==> src/rtl/mfp_heartbeat_pkg.sv <==
// Shared definitions for the heartbeat capture front end.
//   hb_record_t : layout of one queued record, {seq, flags, interval_ms}
//   hb_state_e  : beat-detection state machine encodings
//   make_flags  : packs the record flag byte from its individual causes
package mfp_heartbeat_pkg;

  // Flag bit indices inside the record flag byte; bits 7:3 are reserved (zero).
  localparam int unsigned FLAG_TIMEOUT    = 0;
  localparam int unsigned FLAG_PRIOR_DROP = 1;
  localparam int unsigned FLAG_SAT        = 2;

  // Beat LED on-time in ms and the counter width needed to hold it.
  localparam int unsigned LED_MS = 50;
  localparam int unsigned LED_W  = 6;

  typedef struct packed {
    logic [7:0]  seq;
    logic [7:0]  flags;
    logic [15:0] interval_ms;
  } hb_record_t;

  typedef enum logic [1:0] {
    StWaitFirst = 2'd0,
    StRefract   = 2'd1,
    StArmed     = 2'd2
  } hb_state_e;

  function automatic logic [7:0] make_flags(input logic timeout, input logic prior_drop,
                                            input logic sat);
    logic [7:0] flags;
    flags                  = 8'h00;
    flags[FLAG_TIMEOUT]    = timeout;
    flags[FLAG_PRIOR_DROP] = prior_drop;
    flags[FLAG_SAT]        = sat;
    return flags;
  endfunction

endpackage

==> src/rtl/mfp_sync_fifo.sv <==
// Synchronous FIFO with a registered head output.
//   i_clk, i_rst : clock, synchronous active-high reset (flushes the queue, head reads 0)
//   i_push/i_wdata : write request and data; dropped when full unless a pop happens too
//   i_pop        : read request; ignored when empty
//   o_rdata      : registered queue head, 0 while empty
//   o_full/o_empty : occupancy flags from the extended pointers
module mfp_sync_fifo #(
  parameter int unsigned WIDTH = 32,
  parameter int unsigned DEPTH = 8
) (
  input  logic             i_clk,
  input  logic             i_rst,
  input  logic             i_push,
  input  logic [WIDTH-1:0] i_wdata,
  input  logic             i_pop,
  output logic [WIDTH-1:0] o_rdata,
  output logic             o_full,
  output logic             o_empty
);

  localparam int unsigned AW = $clog2(DEPTH);

  logic [WIDTH-1:0] r_mem [DEPTH];
  logic [AW:0]      r_wr;
  logic [AW:0]      r_rd;
  logic [WIDTH-1:0] r_head;

  logic             w_full;
  logic             w_empty;
  logic             w_pop_ok;
  logic             w_push_ok;
  logic [AW:0]      w_wr_next;
  logic [AW:0]      w_rd_next;
  logic [WIDTH-1:0] w_head_next;

  // Extra pointer MSB distinguishes full from empty when the addresses match.
  assign w_empty   = (r_wr == r_rd);
  assign w_full    = (r_wr[AW] != r_rd[AW]) && (r_wr[AW-1:0] == r_rd[AW-1:0]);
  assign w_pop_ok  = i_pop & ~w_empty;
  // Pop frees a slot first, so a push into a full queue with a pop is accepted.
  assign w_push_ok = i_push & (~w_full | w_pop_ok);
  assign w_wr_next = r_wr + {{AW{1'b0}}, w_push_ok};
  assign w_rd_next = r_rd + {{AW{1'b0}}, w_pop_ok};

  always_comb begin
    w_head_next = '0;
    if (w_rd_next == w_wr_next) begin
      w_head_next = '0;
    end else if (w_rd_next == r_wr) begin
      // New head is the entry being written this cycle; bypass the memory.
      w_head_next = i_wdata;
    end else begin
      w_head_next = r_mem[w_rd_next[AW-1:0]];
    end
  end

  always_ff @(posedge i_clk) begin
    if (w_push_ok) begin
      r_mem[r_wr[AW-1:0]] <= i_wdata;
    end
  end

  always_ff @(posedge i_clk) begin
    if (i_rst) begin
      r_wr   <= '0;
      r_rd   <= '0;
      r_head <= '0;
    end else begin
      r_wr   <= w_wr_next;
      r_rd   <= w_rd_next;
      r_head <= w_head_next;
    end
  end

  assign o_rdata = r_head;
  assign o_full  = w_full;
  assign o_empty = w_empty;

endmodule

==> src/rtl/mfp_heartbeat_capture.sv <==
// Heart-rate sensor front end: measures beat-to-beat intervals in ms and queues records.
//   HCLK, HRESET  : clock, synchronous active-high reset
//   SENSOR_PULSE  : raw asynchronous sensor pulse
//   IO_HEARTBEAT  : queue head {seq[31:24], flags[23:16], interval_ms[15:0]}
//   IO_READ_RDY   : queue not empty
//   IO_READ_ACK   : CPU acknowledge level; each rising edge pops one record
//   BEAT_LED      : stretched beat indicator
//   OVERFLOW      : sticky record-dropped flag, cleared by the next accepted push
module mfp_heartbeat_capture
  import mfp_heartbeat_pkg::*;
#(
  parameter int unsigned CLK_HZ     = 50_000_000,
  parameter int unsigned REFRACT_MS = 250,
  parameter int unsigned TIMEOUT_MS = 3000,
  parameter int unsigned FIFO_DEPTH = 8
) (
  input  logic        HCLK,
  input  logic        HRESET,
  input  logic        SENSOR_PULSE,
  output logic [31:0] IO_HEARTBEAT,
  output logic        IO_READ_RDY,
  input  logic        IO_READ_ACK,
  output logic        BEAT_LED,
  output logic        OVERFLOW
);

  localparam int unsigned TICK_CYCLES = CLK_HZ / 1000;
  localparam int unsigned PW          = (TICK_CYCLES > 1) ? $clog2(TICK_CYCLES) : 1;
  localparam logic [PW-1:0] PRESC_MAX = PW'(TICK_CYCLES - 1);
  localparam logic [15:0]   REFRACT_V = 16'(REFRACT_MS);
  localparam logic [15:0]   TIMEOUT_V = 16'(TIMEOUT_MS);

  // Input path
  logic r_sync1;
  logic r_sync2;
  logic r_sync_prev;
  logic r_rise;
  logic r_ack_prev;
  logic w_ack_rise;

  // Timing
  logic [PW-1:0]    r_presc;
  logic             w_tick;
  logic [15:0]      r_interval;
  logic [15:0]      w_interval_d;
  logic [LED_W-1:0] r_led_cnt;

  // Control
  hb_state_e  r_state;
  hb_state_e  w_state_d;
  logic       w_beat;
  logic       w_timeout;
  logic       w_push;
  logic       w_pop;
  logic       w_drop;
  logic [7:0] r_seq;
  logic       r_overflow;
  hb_record_t w_record;

  // FIFO status
  logic [31:0] w_head;
  logic        w_full;
  logic        w_empty;

  // Two-stage synchroniser followed by a registered rise detector.
  always_ff @(posedge HCLK) begin
    if (HRESET) begin
      r_sync1     <= 1'b0;
      r_sync2     <= 1'b0;
      r_sync_prev <= 1'b0;
      r_rise      <= 1'b0;
      r_ack_prev  <= 1'b0;
    end else begin
      r_sync1     <= SENSOR_PULSE;
      r_sync2     <= r_sync1;
      r_sync_prev <= r_sync2;
      r_rise      <= r_sync2 & ~r_sync_prev;
      r_ack_prev  <= IO_READ_ACK;
    end
  end

  assign w_ack_rise = IO_READ_ACK & ~r_ack_prev;

  // Free-running ms prescaler.
  assign w_tick = (r_presc == PRESC_MAX);

  always_ff @(posedge HCLK) begin
    if (HRESET) begin
      r_presc <= '0;
    end else if (w_tick) begin
      r_presc <= '0;
    end else begin
      r_presc <= r_presc + 1'b1;
    end
  end

  // Beat detection state machine.
  always_comb begin
    w_state_d = r_state;
    w_beat    = 1'b0;
    w_timeout = 1'b0;
    w_push    = 1'b0;
    case (r_state)
      StWaitFirst: begin
        if (r_rise) begin
          w_beat    = 1'b1;
          w_state_d = StRefract;
        end
      end
      StRefract: begin
        if (r_interval == TIMEOUT_V) begin
          w_timeout = 1'b1;
          w_push    = 1'b1;
          w_state_d = StWaitFirst;
        end else if (r_interval >= REFRACT_V) begin
          w_state_d = StArmed;
        end
      end
      StArmed: begin
        // A beat coinciding with the timeout takes priority.
        if (r_rise) begin
          w_beat    = 1'b1;
          w_push    = 1'b1;
          w_state_d = StRefract;
        end else if (r_interval == TIMEOUT_V) begin
          w_timeout = 1'b1;
          w_push    = 1'b1;
          w_state_d = StWaitFirst;
        end
      end
      default: begin
        w_state_d = StWaitFirst;
      end
    endcase
  end

  always_ff @(posedge HCLK) begin
    if (HRESET) begin
      r_state <= StWaitFirst;
    end else begin
      r_state <= w_state_d;
    end
  end

  // Interval counter: saturates rather than wrapping so a stale interval stays recognisable.
  always_comb begin
    w_interval_d = r_interval;
    if (w_beat || w_timeout) begin
      w_interval_d = '0;
    end else if (w_tick && (r_interval != 16'hFFFF)) begin
      w_interval_d = r_interval + 16'd1;
    end
  end

  always_ff @(posedge HCLK) begin
    if (HRESET) begin
      r_interval <= '0;
    end else begin
      r_interval <= w_interval_d;
    end
  end

  // Record assembly and queue bookkeeping.
  assign w_record.seq         = r_seq;
  assign w_record.flags       = make_flags(w_timeout, r_overflow, (r_interval == 16'hFFFF));
  assign w_record.interval_ms = w_timeout ? TIMEOUT_V : r_interval;

  assign w_pop  = w_ack_rise & ~w_empty;
  assign w_drop = w_push & w_full & ~w_pop;

  always_ff @(posedge HCLK) begin
    if (HRESET) begin
      r_seq      <= '0;
      r_overflow <= 1'b0;
    end else begin
      if (w_push) begin
        // Sequence advances even for a dropped record so the CPU can spot the gap.
        r_seq <= r_seq + 8'd1;
      end
      if (w_drop) begin
        r_overflow <= 1'b1;
      end else if (w_push) begin
        r_overflow <= 1'b0;
      end
    end
  end

  // Beat LED stretcher, restarted by every accepted beat.
  always_ff @(posedge HCLK) begin
    if (HRESET) begin
      r_led_cnt <= '0;
    end else if (w_beat) begin
      r_led_cnt <= LED_W'(LED_MS);
    end else if (w_tick && (r_led_cnt != '0)) begin
      r_led_cnt <= r_led_cnt - 1'b1;
    end
  end

  mfp_sync_fifo #(
    .WIDTH(32),
    .DEPTH(FIFO_DEPTH)
  ) u_fifo (
    .i_clk  (HCLK),
    .i_rst  (HRESET),
    .i_push (w_push),
    .i_wdata(w_record),
    .i_pop  (w_ack_rise),
    .o_rdata(w_head),
    .o_full (w_full),
    .o_empty(w_empty)
  );

  assign IO_HEARTBEAT = w_head;
  assign IO_READ_RDY  = ~w_empty;
  assign BEAT_LED     = (r_led_cnt != '0);
  assign OVERFLOW     = r_overflow;

endmodule

==> config.mk <==
export PLATFORM = sky130hd
export DESIGN_NAME = mfp_heartbeat_capture
export DESIGN_NICKNAME = d
export VERILOG_FILES = /design/src/rtl/mfp_heartbeat_pkg.sv /design/src/rtl/mfp_sync_fifo.sv /design/src/rtl/mfp_heartbeat_capture.sv
export SDC_FILE = /design/constraint.sdc
export NUM_CORES = 1
export LEC_CHECK = 0
export BUFFER_PORTS_ARGS = -buffer_cell sky130_fd_sc_hd__buf_2
export CAP_MARGIN = 40
export CORE_ASPECT_RATIO = 1.75
export CORE_MARGIN = 8
export CORE_UTILIZATION = 50
export DETAILED_ROUTE_END_ITERATION = 10
export GPL_ROUTABILITY_DRIVEN = 1
export PLACE_DENSITY = 0.64
export REMOVE_ABC_BUFFERS = 1
export SETUP_SLACK_MARGIN = 0.3
export SLEW_MARGIN = 20
export SYNTH_ARGS = -nofsm -noshare
export SYNTH_HDL_FRONTEND = slang
export SYNTH_SLANG_ARGS = --single-unit
==> constraint.sdc <==
create_clock -name HCLK -period 4.1 [get_ports HCLK]
set_input_delay 0.615 -clock HCLK [delete_from_list [all_inputs] [get_ports HCLK]]
set_output_delay 0.615 -clock HCLK [all_outputs]
set_load 0.005 [all_outputs]
Word-level counts from Yosys, hierarchy flattened

Memories as Yosys holds them, arrays and structs flattened.
Cells that the tools add are included.

$add $sub $neg: 6
$lt $le $gt $ge: 1
Eq/ne operators: 14
Multiplexer cells: 21
Bitwise operators: 12
Reduce and logical (&&, ||, !) cells: 15

Operator list:

| kind                    | number |
|---|---|
| $add A16 B1 Y16 const B | 2 |
| $eq A16 B16 Y1 const B  | 2 |
| $mux W32                | 1 |
| $eq A16 B12 Y1 const B  | 1 |
| $ge A16 B8 Y1 const B   | 1 |
| $mux W16                | 1 |
| $ne A16 B16 Y1 const B  | 1 |
| $eq A4 B4 Y1            | 3 |
| $mux W6                 | 2 |
| $mux W2                 | 5 |
| $reduce_or A2 Y1        | 5 |
| $mux W1                 | 9 |
| $add A4 B1 Y4           | 2 |
| $add A8 B1 Y8 const B   | 1 |
| $and A1 B1 Y1           | 6 |
| $ne A3 B3 Y1 const B    | 2 |
| $pmux W2 S3             | 1 |
| $reduce_bool A6 Y1      | 1 |
| $sub A6 B1 Y6 const B   | 1 |
| $not A1 Y1              | 5 |
| $pmux W1 S2             | 2 |
| $reduce_bool A2 Y1      | 2 |
| $eq A3 B3 Y1            | 1 |
| $logic_and A1 B1 Y1     | 3 |
| other kinds (9)         | 9 |

Flip-flop bits (word level): 94
Memory bits (writable): 216
Input bits: 4
Output and inout port bits: 35
Logic and storage cells: 86
Memories kept: 1

Memory list:

| name         | depth | width | read ports | clocked after memory_dff | wr ports | RTL line            | RTL |
|---|---|---|---|---|---|---|---|
| u_fifo.r_mem | 8     | 27    | 1          | 0                        | 1        | mfp_sync_fifo.sv:23 | `logic [WIDTH-1:0] r_mem [DEPTH];` |

Depth between registers and ports, before layout

Gate-level depths: netlist of the first run.

Word-level depth: 8
Gate-level depth with buffers: 15
Mapped depth without buffers: 12

Hierarchy

Synthesis of the first run repeated with hierarchy kept, for this count alone.

Cells, all modules: 917
Area total of the unflattened synthesis: 14525.2 um^2

Modules (own cells, without submodules):

| module                | times used | cells each | area an instance (um^2) | sequential area each (um^2) |
|---|---|---|---|---|
| mfp_sync_fifo         | 1          | 585        | 11680.0                 | 8488.1 |
| mfp_heartbeat_capture | 1          | 332        | 2845.2                  | 1081.0 |

Worst setup path after synthesis of the first run

No wires, ideal clock.

Kind: register -> register
From: reg r_interval[0]
To: mem u_fifo.r_mem[0][0] (netlist name), enable pin
Setup time: 445 ps
Arrival time: 3352 ps
Data required time: 3655 ps
Slack: 304 ps
Stages on the path, launching flop included: 8
Buffers on the path: 0
Period minus slack after synthesis: 3796 ps
Path through: dfxtp_1 -> inv_1 -> ha_1 -> and4_1 -> nand4_2 -> a21o_1 -> or3_1 -> nor3_1

Word-level cells in the longest chain between the ends: 7

RTL lines:

| what                            | RTL line                                                   | RTL |
|---|---|---|
| start, declared                 | mfp_heartbeat_capture.sv:44                                | `logic [15:0] r_interval;` |
| start signal, assigned          | mfp_heartbeat_capture.sv:159                               | `r_interval <= w_interval_d;` |
| $eq A16 B12 Y1 *                | mfp_heartbeat_capture.sv:111, mfp_heartbeat_capture.sv:125 |  |
| $mux W1 *                       | mfp_heartbeat_capture.sv:111, mfp_heartbeat_capture.sv:125 |  |
| $mux W1                         | mfp_heartbeat_capture.sv:121                               | `if (r_rise) begin` |
| $pmux W1 S2 *                   | mfp_heartbeat_capture.sv:103                               | `case (r_state)` |
| $and A1 B1 Y1 *                 | mfp_sync_fifo.sv:41                                        | `assign w_push_ok = i_push & (~w_full \| w_pop_ok);` |
| $mux W1 *                       | mfp_sync_fifo.sv:58                                        | `if (w_push_ok) begin` |
| $mux W1 (implied by the code) * | mfp_sync_fifo.sv:59                                        | `r_mem[r_wr[AW-1:0]] <= i_wdata;` |
| end, declared                   | mfp_sync_fifo.sv:23                                        |  |

Mark *: on every way between the ends. The rest lies on a longest branch, timed or not.

Worst setup path in the final report of the first run

From: reg u_fifo.r_wr[2]
To: reg u_fifo.r_head[2] (netlist: u_fifo.o_rdata[2])

Elaborated cells between the ends (all ways): 15
Classes of those cells: add/sub: 2; eq/ne: 4; mux: 1; bitwise: 5; reduce/logical: 2; memory: 1

RTL lines:

| what                                         | RTL line            | RTL |
|---|---|---|
| start, declared                              | mfp_sync_fifo.sv:24 | `logic [AW:0] r_wr;` |
| start signal, assigned                       | mfp_sync_fifo.sv:69 | `r_wr <= w_wr_next;` |
| $eq A4 B4 Y1 *                               | mfp_sync_fifo.sv:37 | `assign w_empty = (r_wr == r_rd);` |
| $not A1 Y1 *                                 | mfp_sync_fifo.sv:39 | `assign w_pop_ok = i_pop & ~w_empty;` |
| $and A1 B1 Y1 *                              | mfp_sync_fifo.sv:39 |  |
| $add A4 B1 Y4 *                              | mfp_sync_fifo.sv:43 | `assign w_rd_next = r_rd + {{AW{1'b0}}, w_pop_ok};` |
| net u_fifo.w_rd_next[1]                      | mfp_sync_fifo.sv:33 | `logic [AW:0] w_rd_next;` |
| $mem_v2 Z8 W27 (tied with other cells)       | -                   |  |
| $mux W32 or $reduce_or A2 Y1 (tied branches) | -                   |  |
| end signal, assigned                         | mfp_sync_fifo.sv:71 | `r_head <= w_head_next;` |
| end, declared                                | mfp_sync_fifo.sv:26 | `logic [WIDTH-1:0] r_head;` |

Mark *: on every way through the listed nets, which the timed path passes. The rest lies on a longest branch.
A chain may end at the register's enable or synchronous reset.

==> out/qor.yml, run 1 <==
detailed_routing:
  drcViolationCount: 0
  wl_per_cell_um: 21.89
  drt-total-wl_um: 25400
  routed_via_density: 5.739
  vias: 6657
  firstDrtPassIters: 8
  first_iter_violations: 483
  antenna_left: 0
synth:
  syn_area_per_cell_um2: 15.28
  synth_area_um2: 12240
  seq_area_frac_synth_pct: 67.56
  synth-seq-cells: 305
  yosysWarnings: 0
  netlist_instances: 801
  synth_ff_type: "edfxtp_1"
  synth_edf_count: 216
  synth_cell_types: 51
  synth-async-reset-ratio_pct: 0
power:
  power.switching_mw: 1.115
  p_leak_nw: 4.341
  vdd_drop_max_uv: 337.1
  p_int_mw: 4.832
  power_density_nw_per_um2: 433.2
  swShare_pct: 18.74
  power_frac_clock_pct: 43.8
  p_comb_share_pct: 1.2
  seqPwrFrac_pct: 55.0
hold_path:
  worstHoldPathType: "in -> reg"
finish:
  final_layout_size_suffix_gt1_share_pct: 20.17
  area_growth_pct: 12.16
  fin_util_pct: 56.38
  fin_cells: 1160
  fill_cells: 1945
  fin_nets: 847
  n_antenna_cell: 0
cts:
  cts_resized: 0
  cts_buffers: 26
  postCtsSetupBuffers: 0
  clkSinkCount: 305
  clkTransAtPathRegs_ns: 0.07
  cts_buffer_depth: 3
  cts_htree_levels: 1
  cts_root_buf: "clkbuf_16"
  cts_tree: "built"
  clock_latency_ns: 0.53
  cts_hold_buf: 0
floorplan:
  dieArea_um2: 29940
  core_area_um2: 24340
  start_util_pct: 50.27
  dieHeight_um: 223.0
  num_io_pins: 39
  die_w_um: 134.3
  rows: 76
global_routing:
  antenna_found_initial: 0
  overflow: 0
  grt_use_total_pct: 17.08
  grt_max_degree: 33
  grt_pass1_vias: 7036
  grt_pass1_wl_um: 39560
timing:
  slew-limit-headroom_pct: 54.28
  rsz0062_at_grt: "false"
  min_period_over_period_pct: 77.92
  setup_ws_ns: 0.9055
  tightestPinTransition_ns: 0.6858
  finClkSkew_ns: 0.01078
  slew_viol_final: 0
  hold_violations: 0
  whs_ns: 0.2950
  max_freq_mhz: 313.0
  timing.final.crit_period_ns: 3.195
  setup_viol: 0
critical_path:
  cp-end-kind: "flip-flop"
  worstPathMaxFanout: 22
  criticalPathCategory: "reg -> reg"
  cp_data_arrival_time_ns: 3.59
  startpoint_type: "flip-flop"
  cp.required_ns: 4.50
place:
  place.port_buffers: 33
  place_ws_ns: 0.8924
  gp_congestion: 0.7864
  hpwlAfterDp_um: 15980
  dp_cells: 1110
flow_run:
  drv_cap: 0
run_status:
  status: "finished clean"
==> cells by family after synthesis <==
logic type      after synthesis  share of synthesized area [%]
compound gates               81                          4.417
xor+xnor                     43                          3.077
fa+ha+maj                    15                          1.534
buf+inv                      79                          2.863
flops                       305                          67.56
mux                          84                          12.41
other cells                   1                        0.03064
simple gates                193                          8.108
==> critical path, stage by stage (launching register included) <==
cell,delay [ns]
dfxtp_1,0.55
xor2_1,0.13
nor3_1,0.29
a21oi_1,0.16
ha_4,0.19
ha_2,0.67
buf_4,0.42
mux4_2,0.37
mux2i_1,0.14
a211oi_1,0.10
==> Yosys cell counts (all sizes together) (2+ instances only) <==
cell    number  share of area, %
o32ai        2              0.14
nor3b        2              0.12
or4          7              0.43
and3         2              0.10
o31ai        5              0.31
and3b        2              0.14
xnor2       30               2.1
mux4        54               9.9
nor2        69               2.1
dfxtp       89                15
or2          2              0.10
nor2b       11              0.56
or3         10              0.51
clkbuf      30              0.94
o21ai        9              0.37
nand3b       2              0.12
and4         3              0.21
inv         15              0.46
xor2        13              0.93
nor4b        3              0.27
nand2b       6              0.31
nand3       17              0.70
a21o         2              0.12
nand4        9              0.51
ha          15               1.5
a21oi       23              0.94
nand2       25              0.77
mux2i       28               2.3
edfxtp     216                53
buf         34               1.5
nor3        15              0.61
a211oi      33               2.0
mux2         2              0.18
nor4         4              0.20
==> path summary, 6_finish.rpt <==
kind / startpoint / end / slack (ns) / cells past startpoint
min reg2reg: r_sync_prev$_SDFF_PP0_ / r_rise$_SDFF_PP0_ / 0.40 / 1
max: u_fifo.r_wr[2]$_SDFF_PP0_ / u_fifo.o_rdata[2]$_SDFF_PP0_ / 0.91 / 9
max reg2reg: u_fifo.r_wr[2]$_SDFF_PP0_ / u_fifo.o_rdata[2]$_SDFF_PP0_ / 0.91 / 9
min: SENSOR_PULSE / r_sync1$_SDFF_PP0_ / 0.29 / 2
==> layer usage <==
layer	vias up	part of all wire [%]	global-route usage, %
met5	-	0	0
met4	0	2.7	6.735
met3	42	2.9	1.734
met2	112	54	31.62
met1	3413	40	19.56
li1	3090	-	-
==> sequential cells by signal, summed over array words and instances, names as in the netlist <==
| signal | cells |
|---|---|
| r_presc | 16 |
| r_sync1 | 1 |
| r_sync2 | 1 |
| OVERFLOW | 1 |
| r_led_cnt | 6 |
| r_rise | 1 |
| u_fifo.r_rd | 4 |
| r_state | 2 |
| r_ack_prev | 1 |
| u_fifo.r_mem | 216 |
| u_fifo.r_wr | 4 |
| r_sync_prev | 1 |
| u_fifo.o_rdata | 27 |
| r_seq | 8 |
| r_interval | 16 |
==> power groups by stage <==
stage               Combinational [mW]  Clock (mW)  Sequential [mW]
floorplan                       0.0496           0             3.34
CTS                             0.0715        2.66             3.27
finish                          0.0729        2.60             3.27
global placement                0.0648           0             3.34
detailed placement              0.0709           0             3.34
global route                    0.0821        2.76             3.27
==> layout by cell type, fill, tap and decap left out, drive strengths merged, types with 4 or more instances in the layout <==
cell type	synthesis	routed
edfxtp	216	216
nor4	4	4
a211oi	33	33
bufinv	0	5
clkbuf	30	35
nor2b	11	11
mux2i	28	28
or3	10	10
nor2	69	69
conb	1	5
inv	15	15
dfxtp	89	89
nand2b	6	6
o31ai	5	5
nand4	9	9
a21oi	23	23
buf	34	59
or4	7	7
ha	15	15
clkinv	0	7
o21ai	9	9
nor3	15	15
nand3	17	17
mux4	54	54
xor2	13	13
xnor2	30	30
nand2	25	25
==> through the flow <==
step | instance area [µm²] | power (mW) | TNS, ns
final | 13730 | 5.947 | 0
after global routing | 13730 | 6.108 | 0
after CTS | 13710 | 5.999 | 0
after detailed placement | 12800 | 3.410 | 0
after global placement | 12800 | 3.402 | 0
after floorplan | 11960 | 3.386 | -31.23
==> final cells by class <==
cell class                      count  area [µm²]  area share, %
Clock inverter                     13       190.2          1.386
Tap cell                          312       390.4          2.844
Sequential cell                   305        8268          60.24
Clock buffer                       35       715.7          5.214
Inverter                           15       56.30         0.4102
Multi-Input combinational cell    421        3694          26.91
Timing Repair Buffer               59       411.6          2.999
(Power assumes the default switching activity.)
==> run 2: changes to the inputs <==
==> constraint.sdc (replaced) <==
create_clock -name HCLK -period 3.16 [get_ports HCLK]
set_input_delay 0.474 -clock HCLK [delete_from_list [all_inputs] [get_ports HCLK]]
set_output_delay 0.474 -clock HCLK [all_outputs]
set_load 0.005 [all_outputs]
==> out/qor.yml, run 2 (synthesis results as in run 1) <==
run_status:
  status: "finished clean"
cts:
  clkSinkCount: 305  # unchanged
  clock_latency_ns: 0.54  # about the same
  cts_htree_levels: 1  # unchanged
  cts_root_buf: "clkbuf_16"
  cts_tree: "built"
  clkTransAtPathRegs_ns: 0.07  # about the same
  cts_buffers: 26  # unchanged
  cts_buffer_depth: 3  # unchanged
hold_path:
  hold_start: "SENSOR_PULSE"
  worstHoldPathType: "in -> reg"
  hold_path_end: "r_sync1$_SDFF_PP0_"
  hold_depth: 2  # unchanged
detailed_routing:
  routed_via_density: 5.748  # +0.17%
  antenna_left: 0  # unchanged
  wl_per_cell_um: 21.73  # -0.75%
  drt-total-wl_um: 25730  # +1.3%
  vias: 6806  # +2.2%
  first_iter_violations: 471  # -2.5%
  firstDrtPassIters: 5  # -3
  drcViolationCount: 0  # unchanged
floorplan:
  die_w_um: 134.3  # unchanged
  dieArea_um2: 29940  # unchanged
  num_io_pins: 39  # unchanged
  start_util_pct: 50.27  # unchanged
  rows: 76  # unchanged
  dieHeight_um: 223.0  # unchanged
  core_area_um2: 24340  # unchanged
timing:
  slew-limit-headroom_pct: 56.25  # +2.0 points
  tns_ns: 0  # unchanged
  timing.final.crit_period_ns: 2.743  # -0.4516 ns
  rsz0062_at_grt: "true"
  setup_ws_ns: 0.4171  # -0.4884 ns
  hold_violations: 0  # unchanged
  max_freq_mhz: 364.6  # +16%
  slew_viol_final: 0  # unchanged
  tightestPinTransition_ns: 0.6503  # -0.03557 ns
  setup_viol: 0  # unchanged
  finClkSkew_ns: 0.01275  # +0.001978 ns
  min_period_over_period_pct: 86.80  # +8.9 points
place:
  gp_congestion: 0.8349  # +6.2%
  hpwlAfterDp_um: 16030  # +0.34%
  place.port_buffers: 33  # unchanged
  place_ws_ns: 0.2130  # -0.6794 ns
power:
  p_int_mw: 6.059  # +25%
  p_comb_share_pct: 1.3  # about the same
  seqPwrFrac_pct: 56.4  # +1.4 points
  power_frac_clock_pct: 42.3  # -1.5 points
  power_density_nw_per_um2: 537.1  # +24%
  swShare_pct: 19.45  # +0.71 points
  power.switching_mw: 1.463  # +31%
  p_leak_nw: 4.621  # +6.5%
  vdd_drop_max_uv: 403.0  # +20%
critical_path:
  worstPathMaxFanout: 26  # +18%
  r2r_start: "u_fifo.r_wr[0]$_SDFF_PP0_"
  criticalPathCategory: "reg -> reg"
  cp-end-kind: "flip-flop"
  startpoint_type: "flip-flop"
  cp.required_ns: 3.58  # -0.92 ns
  rrSetupSlack_ns: 0.42  # -0.49 ns
  r2r.worst_path.cells: 10  # +1
  cp_data_arrival_time_ns: 3.16  # -0.43 ns
  r2r_end: "u_fifo.o_rdata[16]$_SDFF_PP0_"
finish:
  fill_cells: 1968  # +1.2%
  fin_nets: 871  # +2.8%
  mostFrequentLayoutCells: "edfxtp_1, dfxtp_1, nor2_1, mux4_2, buf_4"
  final_layout_size_suffix_gt1_share_pct: 23.62  # +3.5 points
  n_antenna_cell: 0  # unchanged
  final_common_cell: "edfxtp_1"
  area_growth_pct: 14.43
  largest_reg_flops: 216  # unchanged
global_routing:
  grt_pass1_wl_um: 39700  # +0.33%
  grt_max_degree: 42  # +27%
  grt_use_total_pct: 17.14  # +0.062 points
  overflow: 0  # unchanged
  grt_pass1_vias: 7030  # -0.085%
  antenna_found_initial: 0  # unchanged
flow_run:
  drv_cap: 0  # unchanged
run 2: what timing repair did:
| action | CTS | global route |
|---|---|---|
| gates resized for setup | 3 | 10 |
| setup buffers | 0 | 5 |
| pin swaps | 0 | 1 |
| gates cloned | 0 | 0 |
| setup endpoints to repair | 17 | 26 |
| hold buffers | 0 | 0 |
run 2: layout make-up:
type                       instances  area (µm²)  area share [%]
inverter                          15       56.30          0.4021
clock inverter                    13       130.1          0.9292
sequential                       305        8270           59.06
multi-input combinational        421        3749           26.77
timing repair buffer              83       681.9           4.870
tap                              312       390.4           2.788
clock buffer                      35       725.7           5.182
run 2: metal layers:
metal	track usage, %	vias to the layer above	share of wire, %
li1	-	3131	-
met1	19.29	3484	38
met2	32.43	153	56
met3	2.162	38	4.1
met4	5.315	0	2.0
met5	0	-	0
run 2: through the flow:
step                      instance area, µm²  hold WS (ns)  cells  power [mW]  util (%)
after floorplan                        11960        0.3674    741       4.394         -
after detailed placement               13050        0.3786   1131       4.428     53.60
after global routing                   14000        0.1523   1184       7.731     57.52
final                                  14000        0.1424   1184       7.522     57.52
after CTS                              13920        0.1294   1179       7.578     57.18
after global placement                 13050        0.3771   1131       4.413     53.60
run 2: worst max path at each step:
stage	start	to	slack [ns]	depth (start not counted)
after floorplan	u_fifo.r_wr[2]$_SDFF_PP0_	u_fifo.o_rdata[0]$_SDFF_PP0_	-2.18	10
after global placement	u_fifo.r_wr[1]$_SDFF_PP0_	u_fifo.o_rdata[4]$_SDFF_PP0_	0.27	9
after detailed placement	u_fifo.r_wr[1]$_SDFF_PP0_	u_fifo.o_rdata[3]$_SDFF_PP0_	0.21	9
after CTS	u_fifo.r_rd[2]$_SDFF_PP0_	u_fifo.o_rdata[4]$_SDFF_PP0_	0.33	11
after global routing	u_fifo.r_wr[0]$_SDFF_PP0_	u_fifo.o_rdata[16]$_SDFF_PP0_	0.27	10
final	u_fifo.r_wr[0]$_SDFF_PP0_	u_fifo.o_rdata[16]$_SDFF_PP0_	0.42	10
run 2: worst max-delay path, cell delays in order, from the launching register on:
cell and delay, ns:
dfxtp_1 0.38, xor2_1 0.18, nor3_1 0.29, a21oi_1 0.17
ha_4 0.20, ha_4 0.17, xor2_4 0.26, buf_12 0.28
mux2_2 0.36, mux2i_1 0.21, nor2_1 0.08
run 2: power by group through the flow:
stage	clock network, mW	logic [mW]	registers, mW
final	3.18	0.0992	4.24
after global routing	3.38	0.112	4.24
after global placement	0	0.0831	4.33
after floorplan	0	0.0642	4.33
after detailed placement	0	0.0963	4.33
after CTS	3.24	0.0969	4.24
